===== config.mk =====
export PLATFORM = sky130hd
export DESIGN_NAME = player_sprite_renderer
export DESIGN_NICKNAME = d
export VERILOG_FILES = /design/src/rtl/dsf_video_pkg.sv /design/src/rtl/player_sprite_renderer_vga_timing.sv /design/src/rtl/player_sprite_renderer.sv
export SDC_FILE = /design/constraint.sdc
export NUM_CORES = 1
export LEC_CHECK = 0
export ABC_AREA = 1
export CAP_MARGIN = 25
export CORE_MARGIN = 2
export CORE_UTILIZATION = 45
export CTS_CLUSTER_SIZE = 14
export DETAILED_ROUTE_END_ITERATION = 10
export PLACE_DENSITY = 0.7
export SLEW_MARGIN = 20
export SYNTH_ARGS = -nofsm -noshare
export SYNTH_HDL_FRONTEND = slang
export SYNTH_SLANG_ARGS = --single-unit
export TNS_END_PERCENT = 10

===== constraint.sdc =====
create_clock -name clk -period 2.8 [get_ports clk]
set_clock_uncertainty 0.1 [all_clocks]
set_input_delay 0.28 -clock clk [delete_from_list [all_inputs] [get_ports clk]]
set_output_delay 0.28 -clock clk [all_outputs]
set_load 0.05 [all_outputs]

===== src/rtl/dsf_video_pkg.sv =====
// Shared video timing, playfield geometry, sprite artwork and colours for the
// player sprite renderer and its VGA timing generator.
package dsf_video_pkg;

   localparam logic [9:0] H_VISIBLE    = 10'd640;
   localparam logic [9:0] H_SYNC_START = 10'd656;
   localparam logic [9:0] H_SYNC_END   = 10'd751;
   localparam logic [9:0] H_TOTAL      = 10'd800;
   localparam logic [9:0] V_VISIBLE    = 10'd480;
   localparam logic [9:0] V_SYNC_START = 10'd490;
   localparam logic [9:0] V_SYNC_END   = 10'd491;
   localparam logic [9:0] V_TOTAL      = 10'd525;

   localparam logic [6:0] GRID_W     = 7'd80;
   localparam logic [6:0] GRID_H     = 7'd60;
   localparam int         CELL       = 8;
   localparam int         CELL_SHIFT = $clog2(CELL);

   localparam logic [11:0] PLAYER_COLOR = 12'hFFF;
   localparam logic [11:0] BG_COLOR     = 12'h112;

   localparam logic [3:0] STATE_PLAYING = 4'd2;

   // Row 0 (top) is the least significant byte; bit 0 of each row is the leftmost pixel.
   localparam logic [7:0][7:0] SPRITE_ROM = {
      8'h03, 8'h5A, 8'h24, 8'hFF, 8'hFF, 8'hDB, 8'h7E, 8'h3C
   };

   typedef struct packed {
      logic [3:0] state;
      logic [6:0] x;
      logic [6:0] y;
   } player_pos_t;

   function automatic logic sprite_bit(input logic [2:0] row, input logic [2:0] col);
      return SPRITE_ROM[row][col];
   endfunction

endpackage


===== src/rtl/player_sprite_renderer_vga_timing.sv =====
// 640x480@60 timing generator: 25 MHz pixel tick from a 50 MHz clock, h/v
// counters, raw sync/visible flags and a registered start-of-frame pulse.
module vga_timing
   import dsf_video_pkg::*;
(
   input  logic       clk,
   input  logic       rst,
   output logic       pix_en,
   output logic [9:0] h,
   output logic [9:0] v,
   output logic       hsync_raw,
   output logic       vsync_raw,
   output logic       visible,
   output logic       frame_start
);

   // frame_start is registered so it lines up with the registered pixel outputs.
   always_ff @(posedge clk or posedge rst) begin
      if (rst) begin
         pix_en      <= 1'b0;
         h           <= '0;
         v           <= '0;
         frame_start <= 1'b0;
      end else begin
         pix_en      <= ~pix_en;
         frame_start <= pix_en && (h == 10'd0) && (v == 10'd0);
         if (pix_en) begin
            if (h == H_TOTAL - 10'd1) begin
               h <= '0;
               v <= (v == V_TOTAL - 10'd1) ? 10'd0 : v + 10'd1;
            end else begin
               h <= h + 10'd1;
            end
         end
      end
   end

   assign hsync_raw = !((h >= H_SYNC_START) && (h <= H_SYNC_END));
   assign vsync_raw = !((v >= V_SYNC_START) && (v <= V_SYNC_END));
   assign visible   = (h < H_VISIBLE) && (v < V_VISIBLE);

endmodule


===== src/rtl/player_sprite_renderer.sv =====
// Overlays the player sprite on a flat background and drives the VGA pins.
// Player position is sampled once per frame at the start of vblank.
module player_sprite_renderer
   import dsf_video_pkg::*;
(
   input  logic        clk,
   input  logic        rst,
   input  logic [3:0]  state,
   input  logic [6:0]  player_x,
   input  logic [6:0]  player_y,
   output logic        hsync,
   output logic        vsync,
   output logic        de,
   output logic [11:0] rgb,
   output logic        frame_start
);

   logic        pix_en;
   logic [9:0]  h;
   logic [9:0]  v;
   logic        hsync_raw;
   logic        vsync_raw;
   logic        visible;
   player_pos_t pos;
   logic [6:0]  sprite_row;
   logic [9:0]  cell_col;
   logic [9:0]  cell_row;
   logic        hit;

   vga_timing u_timing (
      .clk         (clk),
      .rst         (rst),
      .pix_en      (pix_en),
      .h           (h),
      .v           (v),
      .hsync_raw   (hsync_raw),
      .vsync_raw   (vsync_raw),
      .visible     (visible),
      .frame_start (frame_start)
   );

   // Capturing at the first vblank tick keeps the sprite from tearing mid-frame.
   always_ff @(posedge clk or posedge rst) begin
      if (rst) begin
         pos <= '0;
      end else if (pix_en && (h == 10'd0) && (v == V_VISIBLE)) begin
         pos.state <= state;
         pos.x     <= (player_x > GRID_W - 7'd1) ? GRID_W - 7'd1 : player_x;
         pos.y     <= (player_y > GRID_H - 7'd1) ? GRID_H - 7'd1 : player_y;
      end
   end

   // Game y counts upward while screen rows count downward.
   assign sprite_row = GRID_H - 7'd1 - pos.y;
   assign cell_col   = h >> CELL_SHIFT;
   assign cell_row   = v >> CELL_SHIFT;
   assign hit        = (pos.state == STATE_PLAYING)
                     && (cell_col == {3'b000, pos.x})
                     && (cell_row == {3'b000, sprite_row})
                     && sprite_bit(v[2:0], h[2:0]);

   always_ff @(posedge clk or posedge rst) begin
      if (rst) begin
         hsync <= 1'b1;
         vsync <= 1'b1;
         de    <= 1'b0;
         rgb   <= '0;
      end else if (pix_en) begin
         hsync <= hsync_raw;
         vsync <= vsync_raw;
         de    <= visible;
         rgb   <= visible ? (hit ? PLAYER_COLOR : BG_COLOR) : 12'h000;
      end
   end

endmodule


==> results_dict.tcl, run 1 <==
set metrics [dict create \
    die_x_um 84.53 \
    netlist_top_cells_area "dfrtp_1 36%, nand2_1 12%, nand3_1 6.3%" \
    start_util_pct 46.21 \
    cts_resized 0 \
    viasPerCell 5.061 \
    max_freq_mhz 489.7 \
    core.rowCount 29 \
    required_ps 2420 \
    wl_per_cell_um 12.45 \
    synth-edff-count 0 \
    cts.clk_slew.worst_paths_ps 90 \
    yosys.area.top_type "dfrtp_1" \
    synthTopCellsByCount "95 x nand2_1, 48 x inv_1, 42 x dfrtp_1" \
    via_count 2500 \
    synthArstFlopShare_pct 100.0 \
    r2r_setup_slack_ps 870 \
    placement.io_buffers 35 \
    regToRegStartpoint "u_timing.h[1]$_DFFE_PP0P_" \
    grt_max_degree 31 \
    timing.rr.end "pos[1]$_DFFE_PP0P_" \
    mappedNetlistArea_mm2 0.002918 \
    yosys.area.top_type_share_pct 36.02 \
    dp_hpwl_um 4764 \
    cts_buffers 5 \
    critical_path.max_fanout 10 \
    hold_viol 0 \
    hold_buffers 0 \
    hp-class "input pin to async pin" \
    finalCritPeriodShare_pct 72.94 \
    synth_warnings 0 \
    seq_area_frac_synth_pct 37.82 \
    cts.sinks 44 \
    num-nets-final 444 \
    die_area_mm2 0.007144 \
    total_leakage_power_nw 1.640 \
    layout_setup_ws_ps 757.8 \
    cts_tree "done" \
    synthFlopType "dfrtp_1" \
    path_delay_family "buffers and inverters" \
    max_stage_delay_ps 860 \
    peakVddDrop_mv 0.2682 \
    cts_setup_buffers 0 \
    dr.pass1.iters 4 \
    cap_viol_max_count 0 \
    synth_nets 423 \
    grt_pass1_wl_um 10890 \
    pwr_density_cell_mw_per_mm2 362.3 \
    status "complete, no violations" \
    slew_headroom_pct 46.65 \
    setup_violations 0 \
    syn_area_per_cell_um2 7.387 \
    cp-start-kind "flop" \
    synth_cell_types 36 \
    cts_max_path_buffers 2 \
    syn2layout_area_growth_pct 14.11 \
    cts-root-buf "clkbuf_8" \
    place_congestion 0.9177 \
    period_needed_ps 2042 \
    clk_latency_ps 300 \
    n_antenna_cell 0 \
    cp_slowest_cell "clkdlybuf4s50_1" \
    drc 0 \
    fp.dieH_um 84.53 \
    r2r_cells 9 \
    grt_use_total_pct 18.46 \
    path_buf_inv 1 \
    antenna_found_initial 0 \
    first_global_vias 2405 \
    drtAntennaViolNets 0 \
    gr-total-overflow 0 \
    synthCells 395 \
    pre_cts_ws_ps 895.9 \
    drive_gt1_share_pct 12.23 \
    path_cells "clkdlybuf4s50_1" \
    report.final.slew_viol_count 0 \
    finalWirelength_um 6152 \
    path_class "flop to output port" \
    htree_levels 2 \
    worstSetupEndpointType "output port" \
    drtIter0Drc 272 \
    rsz0062_at_grt "no" \
    setup_tns_ps 0 \
    synth_most_common_cell "nand2_1" \
    worst_slew_pin_slew_ps 795.4 \
    io_pins 36 \
    core_mm2 0.006314 \
    nFillCells 616 \
    cp.arrival_ps 1660 \
    ys_ff_latch 44 \
]
state kept, by name, summed over array words and instances, names as in the netlist:
register / cells
pos: 18
u_timing.h: 10
u_timing.frame_start: 1
u_timing.v: 10
hsync: 1
rgb: 2
vsync: 1
u_timing.pix_en: 1
cell usage in the layout (no fill, tap or decap), drive strengths merged, types with 2 or more instances in the layout:
cell	instances
a21oi	3
a31oi	2
clkbuf	6
clkdlybuf4s50	35
clkinv	5
dfrtp	42
dfstp	2
ha	8
inv	62
nand2	99
nand3	40
nand4	10
nor2	41
nor3	12
o21ai	31
xnor2	7
xor2	5
worst max-delay path by stage:
| stage | depth (start not counted) | to | startpoint |
|---|---|---|---|
| 2_1_floorplan | 10 | pos[4]$_DFFE_PP0P_ | u_timing.h[1]$_DFFE_PP0P_ |
| 3_3_place_gp | 9 | pos[1]$_DFFE_PP0P_ | u_timing.h[1]$_DFFE_PP0P_ |
| 3_5_place_dp | 9 | pos[1]$_DFFE_PP0P_ | u_timing.h[1]$_DFFE_PP0P_ |
| 4_1_cts | 1 | rgb[3] | rgb[10]$_DFFE_PP0P_ |
| 5_1_grt | 1 | rgb[3] | rgb[10]$_DFFE_PP0P_ |
| 6_report | 1 | rgb[3] | rgb[10]$_DFFE_PP0P_ |
metal layers:
| metal | global-route usage (%) | part of all wire, % | up-vias |
|---|---|---|---|
| li1 | - | - | 1274 |
| met1 | 24.91 | 48 | 1130 |
| met2 | 30.99 | 46 | 88 |
| met3 | 2.458 | 5.1 | 8 |
| met4 | 5.628 | 1.2 | 0 |
| met5 | 0 | 0 | - |
metrics by stage:
stage               std cells  hold slack, ps  util [%]  area, um^2  power, mW
finish                    494           229.7     52.73        3329      1.206
detailed placement        486           365.1     50.81        3208     0.6981
floorplan                 395           289.6         -        2918     0.6623
CTS                       494           245.8     52.73        3329      1.217
global placement          486           366.2     50.81        3208     0.6978
global route              494           292.6     52.73        3329      1.247
cell type report:
class,instances,area (um^2),area share (%)
clock buffers,6,82.58,2.480
clock inverters,2,38.79,1.165
inverters,66,254.0,7.629
multi-input cells,263,1384,41.56
flip-flops and latches,44,1104,33.15
well taps,77,96.34,2.894
repair buffers,36,370.4,11.12
power breakdown:
part | internal (mW) | switching [mW] | total [mW]
clock | 0.292 | 0.230 | 0.522
combinational | 0.0277 | 0.0213 | 0.0490
sequential | 0.635 | 0 | 0.635
logic make-up (layout without fill, tap and decap cells):
family	count (synthesis)	after routing	synth area share, %
simple gates	204	204	32.16
buf+inv	88	110	14.75
flops	44	44	37.82
fa+ha+maj	8	8	3.431
xor+xnor	12	12	3.602
mux	1	1	0.3431
compound gates	38	38	7.890
Note: power is estimated with default switching activity, not from simulation.
==> run 2: changes to the inputs <==
Settings changed: PLACE_DENSITY 0.7 to 0.72.
Clock period 2.8 ns to 1.8 ns, I/O delays scaled along.
==> run 2 against run 1 <==
Compared with the run above:
- flip-flop and latch count is the same
- worst hold slack lost 230 ps
- first-iteration DRC count shrank 22%
- utilization grew 2.3 points
- non-clock buffer count grew 21
- sequential power grew 56%
==> results_dict.tcl, run 2 (synthesized netlist as in run 1, its figures left out) <==
set metrics [dict create \
    status "complete, no violations" \
    p_sw_share_pct 22.19 \
    max_stage_delay_ps 450 \
    cts_buffers 5 \
    largestRegisters "pos (18), u_timing.h (10), u_timing.v (10)" \
    drc 0 \
    p_switching_mw 0.4131 \
    n_antenna_cell 0 \
    grt_use_total_pct 19.41 \
    total_leakage_power_nw 1.765 \
    antenna_found_initial 0 \
    clk_latency_ps 310 \
    pwr_density_cell_mw_per_mm2 535.5 \
    fp.dieH_um 84.53 \
    die_area_mm2 0.007144 \
    syn2layout_area_growth_pct 19.17 \
    pre_cts_ws_ps 9.153 \
    rsz0062_at_grt "yes" \
    largest_register "pos" \
    htree_levels 2 \
    largest_reg_flops 18 \
    cts.sinks 44 \
    cts_max_path_buffers 2 \
    period_needed_ps 1717 \
    clockPowerShare_pct 42.7 \
    dp.cells 505 \
    finalCritPeriodShare_pct 95.38 \
    fin_util_pct 55.07 \
    cap_viol_max_count 0 \
    path_class "flop to flop" \
    cts_tree "done" \
    max_freq_mhz 582.5 \
    io_pins 36 \
    wl_per_cell_um 13.02 \
    num-nets-final 467 \
    internal_power_mw 1.449 \
    slew_headroom_pct 60.66 \
    drive_gt1_share_pct 21.82 \
    worstSetupEndpointType "flop" \
    critical_path.max_fanout 15 \
    cts-root-buf "clkbuf_8" \
    p_comb_share_pct 4.2 \
    core.rowCount 29 \
    die_x_um 84.53 \
    grt_max_degree 31 \
    setup_violations 0 \
    first_global_vias 2439 \
    drtAntennaViolNets 0 \
    via_count 2630 \
    peakVddDrop_mv 0.3219 \
    cp-start-kind "flop" \
    place_congestion 0.9535 \
    drtIter0Drc 213 \
    viasPerCell 5.087 \
    dp_hpwl_um 5179 \
    grt_pass1_wl_um 11190 \
    report.final.slew_viol_count 0 \
    final_common_cell "nand2_1" \
    fin_worst_hold_slack_ps 0.6290 \
    hold_viol 0 \
    core_mm2 0.006314 \
    cp.arrival_ps 1810 \
    start_util_pct 46.21 \
    fin_cells 517 \
    layout_setup_ws_ps 83.22 \
    placement.io_buffers 35 \
    required_ps 1890 \
    dr.pass1.iters 4 \
    path_cells "inv_2, ha_1, nand4_1, nor3_4, nand2_4, inv_6, o21ai_0" \
    worst_slew_pin_slew_ps 584.0 \
    finalWirelength_um 6732 \
    final_cell_mix "95 x nand2_1, 46 x inv_1, 40 x dfrtp_1" \
    gr-total-overflow 0 \
    hp-class "input pin to async pin" \
    cp_slowest_cell "dfrtp_2" \
    seq_power_share_pct 53.0 \
    cts.clk_slew.worst_paths_ps 90 \
]
[run 2: cell count changes in the layout (fill, tap and decap cells not counted), sizes merged]
cell / previous run / this run
inv: 62 / 64
clkdlybuf4s50: 35 / 20
clkbuf: 6 / 5
clkinv: 5 / 6
buf: 1 / 37
[run 2: metal layers]
| metal | up-vias | global-route usage [%] | part of all wire, % | wire (um) |
|---|---|---|---|---|
| li1 | 1319 | - | - | - |
| met4 | 0 | 5.772 | 1.8 | 121 |
| met3 | 13 | 3.835 | 6.8 | 457 |
| met1 | 1204 | 25.30 | 43 | 2909 |
| met5 | - | 0 | 0 | 0 |
| met2 | 94 | 32.78 | 48 | 3244 |
[run 2: stage by stage]
stage	total power [mW]	instance area (um^2)	TNS (ps)
after floorplan	1.030	2918	0
after global placement	1.086	3301	0
after detailed placement	1.087	3301	0
after CTS	1.877	3425	0
after global routing	1.934	3477	-169.7
final	1.862	3477	0
[run 2: repair_timing]
action | 4_1_cts | 5_1_grt
setup endpoints to repair | 1 | 19
pin swaps | 0 | 3
gates cloned | 0 | 2
resized for setup | 1 | 8
buffers inserted | 0 | 2
hold buffers | 0 | 0
[run 2: critical path: cells and delay by family (launching register included)]
family / cells / cell delay (ps)
AO/OA/AOI/OAI: 1 / 110
AND/OR/NAND/NOR: 3 / 560
flip-flops: 1 / 450
buffers and inverters: 2 / 250
adder cells (fa/ha/maj): 1 / 130
[run 2: power by group through the flow]
stage / combinational [mW] / clock, mW / sequential [mW]
floorplan: 0.0230 / 0 / 1.01
global placement: 0.0790 / 0 / 1.01
detailed placement: 0.0797 / 0 / 1.01
CTS: 0.0799 / 0.809 / 0.988
global route: 0.0885 / 0.858 / 0.988
finish: 0.0784 / 0.796 / 0.988
[run 2: path summary, 6_finish.rpt]
path / from / endpoint / cells past startpoint / slack, ps
setup reg to reg: u_timing.h[0]$_DFFE_PP0P_ / pos[17]$_DFFE_PP0P_ / 7 / 80
hold reg to reg: vsync$_DFFE_PP1P_ / vsync$_DFFE_PP1P_ / 2 / 370
min in group clk: state[1] / pos[15]$_DFFE_PP0P_ / 3 / 290
max in group asynchronous: rst / u_timing.v[3]$_DFFE_PP0P_ / 3 / 1060
setup / recovery: u_timing.h[0]$_DFFE_PP0P_ / pos[17]$_DFFE_PP0P_ / 7 / 80
hold / removal: rst / u_timing.h[8]$_DFFE_PP0P_ / 2 / 0.6
[run 2: final cells by class]
type | count | area, um^2
fillers | 631 | 2836
multi-input cells | 263 | 1401
flip-flops and latches | 44 | 1106
repair buffers | 57 | 478.0
inverters | 66 | 261.5
well taps | 77 | 96.34
clock buffers | 5 | 68.82
clock inverters | 3 | 47.55
repair inverters | 2 | 17.52
==> run 3: changes to the inputs <==
Settings changed: CORE_UTILIZATION 45 to 30, PLACE_DENSITY 0.72 to 0.53.
==> run 3 against run 2 <==
Compared with the run above:
- non-clock buffer count rose by 2
- sequential power barely moved
- global-route usage fell by 5.3 points
- worst hold slack improved by 140 ps
==> results_dict.tcl, run 3 (synthesized netlist as in run 1, its figures left out) <==
set metrics [dict create \
    p_switching_mw 0.3783 \
    core_mm2 0.009328 \
    setup_violations 0 \
    cp.depth 9 \
    cts_tree "done" \
    rsz0062_at_grt "yes" \
    place_congestion 0.8927 \
    cts-root-buf "clkbuf_8" \
    final_cell_mix "95 x nand2_1, 45 x inv_1, 42 x dfrtp_1" \
    antenna_found_initial 0 \
    required_ps 1890 \
    peakVddDrop_mv 0.2247 \
    n_antenna_cell 0 \
    cpMostUsedCell "inv_2" \
    worstSetupEndpointType "flop" \
    endpoint "pos[9]$_DFFE_PP0P_" \
    first_global_vias 2468 \
    start_util_pct 31.28 \
    via_count 2582 \
    grt_use_total_pct 14.11 \
    path_cells "inv_2, ha_1, nand4_1, nor3_4, nand2_4, inv_6, nand3_1, o21ai_2, inv_2" \
    largestRegisters "pos (18), u_timing.h (10), u_timing.v (10)" \
    regToRegStartpoint "u_timing.h[0]$_DFFE_PP0P_" \
    cp-start-kind "flop" \
    io_pins 36 \
    cp.arrival_ps 1860 \
    p_sw_share_pct 22.06 \
    r2r_setup_slack_ps 40 \
    finalCritPeriodShare_pct 97.91 \
    drtIter0Drc 112 \
    pwr_density_cell_mw_per_mm2 483.4 \
    placed_area_mm2 0.003381 \
    clk_latency_ps 290 \
    placement.io_buffers 35 \
    max_freq_mhz 567.4 \
    final_common_cell "nand2_1" \
    max_stage_delay_ps 430 \
    hp-class "input pin to async pin" \
    clockPowerShare_pct 37.9 \
    htree_levels 2 \
    grt_max_degree 29 \
    p_comb_share_pct 4.5 \
    seq_power_share_pct 57.6 \
    hold_buffers 0 \
    timing.rr.end "pos[9]$_DFFE_PP0P_" \
    design_area_mm2 0.003547 \
    path_delay_family "simple AND/OR/NAND/NOR gates" \
    internal_power_mw 1.336 \
    critical_path.max_fanout 7 \
    pre_cts_ws_ps -16.46 \
    cts.clk_slew.worst_paths_ps 90 \
    largest_register "pos" \
    cp_slowest_cell "dfrtp_1" \
    cts_buffers 5 \
    cts.sinks 44 \
    report.final.slew_viol_count 0 \
    status "complete, no violations" \
    path_class "flop to flop" \
    largest_reg_flops 18 \
    path_buf_inv 3 \
    crit_start "u_timing.h[0]$_DFFE_PP0P_" \
    period_needed_ps 1762 \
    slew_headroom_pct 65.92 \
    total_leakage_power_nw 1.767 \
    die_area_mm2 0.01053 \
    die_x_um 102.6 \
    drtAntennaViolNets 0 \
    dr.pass1.iters 4 \
    fp.dieH_um 102.6 \
    hold_viol 0 \
    finalWirelength_um 7036 \
    viasPerCell 4.522 \
    grt_pass1_wl_um 11720 \
    nFillCells 1007 \
    core.rowCount 35 \
    syn2layout_area_growth_pct 21.57 \
    r2r_cells 9 \
    wl_per_cell_um 12.32 \
    layout_setup_ws_ps 37.58 \
    cts_max_path_buffers 2 \
    worst_slew_pin_slew_ps 504.5 \
    dp_hpwl_um 5427 \
    cap_viol_max_count 0 \
    num-nets-final 469 \
    drive_gt1_share_pct 22.85 \
    gr-total-overflow 0 \
    drc 0 \
]
run 3: layer usage:
layer	vias up	GRT usage [%]	share of wire [%]	wire, um
met2	72	23.08	46	3236
met4	0	2.154	0.34	24
li1	1325	-	-	-
met1	1183	19.82	48	3354
met5	-	0	0	0
met3	2	2.712	6.0	420
run 3: power by group through the flow:
stage | clock (mW) | sequential [mW] | combinational (mW)
2_1_floorplan | 0 | 1.01 | 0.0230
3_3_place_gp | 0 | 1.01 | 0.0776
3_5_place_dp | 0 | 1.01 | 0.0781
4_1_cts | 0.682 | 0.988 | 0.0783
5_1_grt | 0.724 | 0.988 | 0.0853
6_report | 0.651 | 0.988 | 0.0763
run 3: worst min-delay path by stage:
| stage | to | slack (ps) | cells after the start |
|---|---|---|---|
| 6_report | pos[8]$_DFFE_PP0P_ | 140 | 3 |
| 5_1_grt | pos[8]$_DFFE_PP0P_ | 160 | 3 |
| 4_1_cts | pos[8]$_DFFE_PP0P_ | 140 | 3 |
| 3_5_place_dp | vsync$_DFFE_PP1P_ | 370 | 2 |
| 3_3_place_gp | vsync$_DFFE_PP1P_ | 360 | 2 |
| 2_1_floorplan | pos[15]$_DFFE_PP0P_ | 190 | 2 |
run 3: worst reg2reg max path: cells and delay by family, from the launching register on:
kind / cells / cell delay, ps
buffers and inverters: 3 / 230
DFF: 1 / 430
and+or+nand+nor: 4 / 680
adders and majority gates: 1 / 140
AOI/OAI and AO/OA: 1 / 80
run 3: per-stage QoR:
step           TNS, ps  std cells  power [mW]  hold WS [ps]  util, %
2_1_floorplan        0        395       1.030         189.6        -
4_1_cts              0        567       1.748         144.3    37.32
5_1_grt         -459.9        571       1.797         162.2    38.03
6_report             0        571       1.715         137.4    38.03
3_3_place_gp    -90.84        559       1.085         358.2    36.24
3_5_place_dp    -68.04        559       1.085         369.7    36.24
run 3: final cells by class:
class                   count  area [um^2]  share of cell area [%]
flip-flops and latches     44         1104                   31.11
multi-input cells         263         1414                   39.86
repair inverters            2        17.52                  0.4938
repair buffers             59        496.7                   14.00
inverters                  66        261.5                   7.372
clock inverters             2        10.01                  0.2822
well taps                 129        161.4                   4.550
clock buffers               6        82.58                   2.328
run 3: what timing repair did:
item | CTS | global route
buffers inserted | 0 | 2
cloned | 0 | 2
pin swaps | 0 | 3
gates resized for setup | 1 | 12
endpoints found under the setup margin | 9 | 23
==> RTL edit (config.mk and constraints of run 3) <==
Change the package constant `CELL` from 8 to 16.
--- a/src/rtl/dsf_video_pkg.sv
+++ b/src/rtl/dsf_video_pkg.sv
@@ -15,3 +15,3 @@
    localparam logic [6:0] GRID_H     = 7'd60;
-   localparam int         CELL       = 8;
+   localparam int         CELL       = 16;
    localparam int         CELL_SHIFT = $clog2(CELL);
Formal check against the unedited RTL: same outputs for any inputs over 10 cycles, from zero or initial values and one cycle with rst high; that may be too few to reach the edited logic, so the function may still have changed.
==> RTL edit against run 3 <==
Sequential cell count did not move. Design area fell by 1.4%. Global-route usage barely moved. Non-clock buffer count rose by 1. Total power rose by 7.5%. Area after synthesis fell by 3.6%. Clock power rose by 19%. Sequential power barely moved. Routed wire length fell by 4.7%. Worst setup slack improved by 42 ps. Critical endpoint is now u_timing.v[6].
==> RTL edit: results (changes against run 3) <==
* LEAKAGE at 1.82 nW (+2.9%)
* Synth top cells by count: 119 x nand2_1, 59 x inv_1, 45 x nor2_1
* Met1 usage at 18.1% (-1.7 points)
* Seq/Total Area, Yosys at 39.2% (+1.4 points)
* WL/cell at 11.9 um (-3.2%)
* Met3 usage at 2.84% (+0.13 points)
* Share of cells above drive strength 1 at 15.7% (-7.1 points)
* Actual slew at the worst max-slew pin at 489 ps (-15.9 ps)
* H-tree depth at 2 (unchanged)
* Gp weighted congestion at 0.874 (-2.1%)
* Root buffer cell: clkbuf_8
* Global-route wire length before repair at 11.3 mm (-4.0%)
* Net count after synthesis at 431 (+1.9%)
* Yosys warns at 0 (unchanged)
* FFs w/ async S/R, synth at 100% (unchanged)
* Met2 Wirelength at 3.06 mm (-5.5%)
* Worst path slowest cell: dfrtp_1
* Outcome: complete, no violations
* Post-route insts no fill at 562 (-1.6%)
* Comb pwr at 0.0822 mW (+7.7%)
* First-pass detailed-route iteration total at 4 (unchanged)
* Power in the clock group at 0.774 mW (+19%)
* Drt first-iter violations at 84 (-25%)
* Total GRT Usage at 14.1% (-0.038 points)
* EDFF count, synth at 0 (unchanged)
* Max incr delay on CP at 410 ps (-20 ps)
* Worst-Skew Late Latency at 300 ps
* Post-synthesis xor/xnor area fraction at 2.80% (-0.80 points)
* Area share of fa/ha/maj cells after synthesis at 3.56% (+0.13 points)
* Met1 Wirelength at 3.25 mm (-3.1%)
* Mux share of post-synthesis cell area at 0% (-0.34 points)
* Cell variety after synth at 31 (-14%)
* Final HPWL from detailed placement at 5.09 mm (-6.2%)
* Regs by FF count: pos x18, u_timing.h x10, u_timing.v x10
* PnR worst setup slack at 79.5 ps (+41.9 ps)
* Placed Cells at 552 (-1.3%)
* Flop-to-flop setup slack at 80 ps (+40 ps)
* Crit. Startpoint: u_timing.h[1]
* Synth Area in Compound Gates at 4.62% (-3.3 points)
* Internal at 1.44 mW (+8.1%)
* Peak supply drop at 218 uV (-3.0%)
* Largest net degree at the start of global routing at 45 (+55%)
* Cts bufs inserted at 5 (unchanged)
* Cell Area, Placed at 3340 um2 (-1.3%)
* Vias at 2573 (-0.35%)
* CP max FO at 7 (unchanged)
* GR met2 Demand/Resource at 23.8% (+0.77 points)
* Final global-route overflow total at 0 (unchanged)
* Largest cells by area after synthesis: dfrtp_1 37%, nand2_1 16%, inv_1 7.9%
* Buffer depth of the longest clock path at 2 (unchanged)
* Syn Inst Count at 403 (+2.0%)
* Worst Path Arrival at 1810 ps (-50 ps)
* PortBufs at 35 (unchanged)
* Fin nets at 478 (+1.9%)
* Number of cells on the worst reg-to-reg path at 8 (-1)
* Worst slack at placement at 44.3 ps (+60.7 ps)
* Vias in the first global route at 2440 (-1.1%)
* Met3 wire length at 305 um (-27%)
* Hold slack at 118 ps (-19.8 ps)
RTL edit: cell type report:
cell class,instances,area (um2)
inverter,63,236
multi-input combinational,276,1370
sequential,44,1110
clock inverter,3,42.5
clock buffer,5,68.8
tap,111,139
fill,975,5650
timing repair buffer,60,538
RTL edit: path summary, 6_finish.rpt:
| kind | end |
|---|---|
| hold / removal | u_timing.h[6] |
| min in group clk | pos[17] |
| max in group asynchronous | vsync |
| setup reg to reg | u_timing.v[6] |
| hold reg to reg | vsync |
| setup / recovery | u_timing.v[6] |
RTL edit: what timing repair did:
action                                  CTS  global route
hold endpoints to repair                  0             0
endpoints found under the setup margin    0            26
resized for setup                         0            13
hold buffers                              0             0
setup buffers                             0             2
RTL edit: worst reg2reg max path, stage by stage (launching register included):
cell     delay (ps)
dfrtp_1         410
ha_2            210
nand2_2          80
nor2_4          100
nand4_1         150
nor2_1          130
buf_4           170
nand3_1         110
xor2_1          160
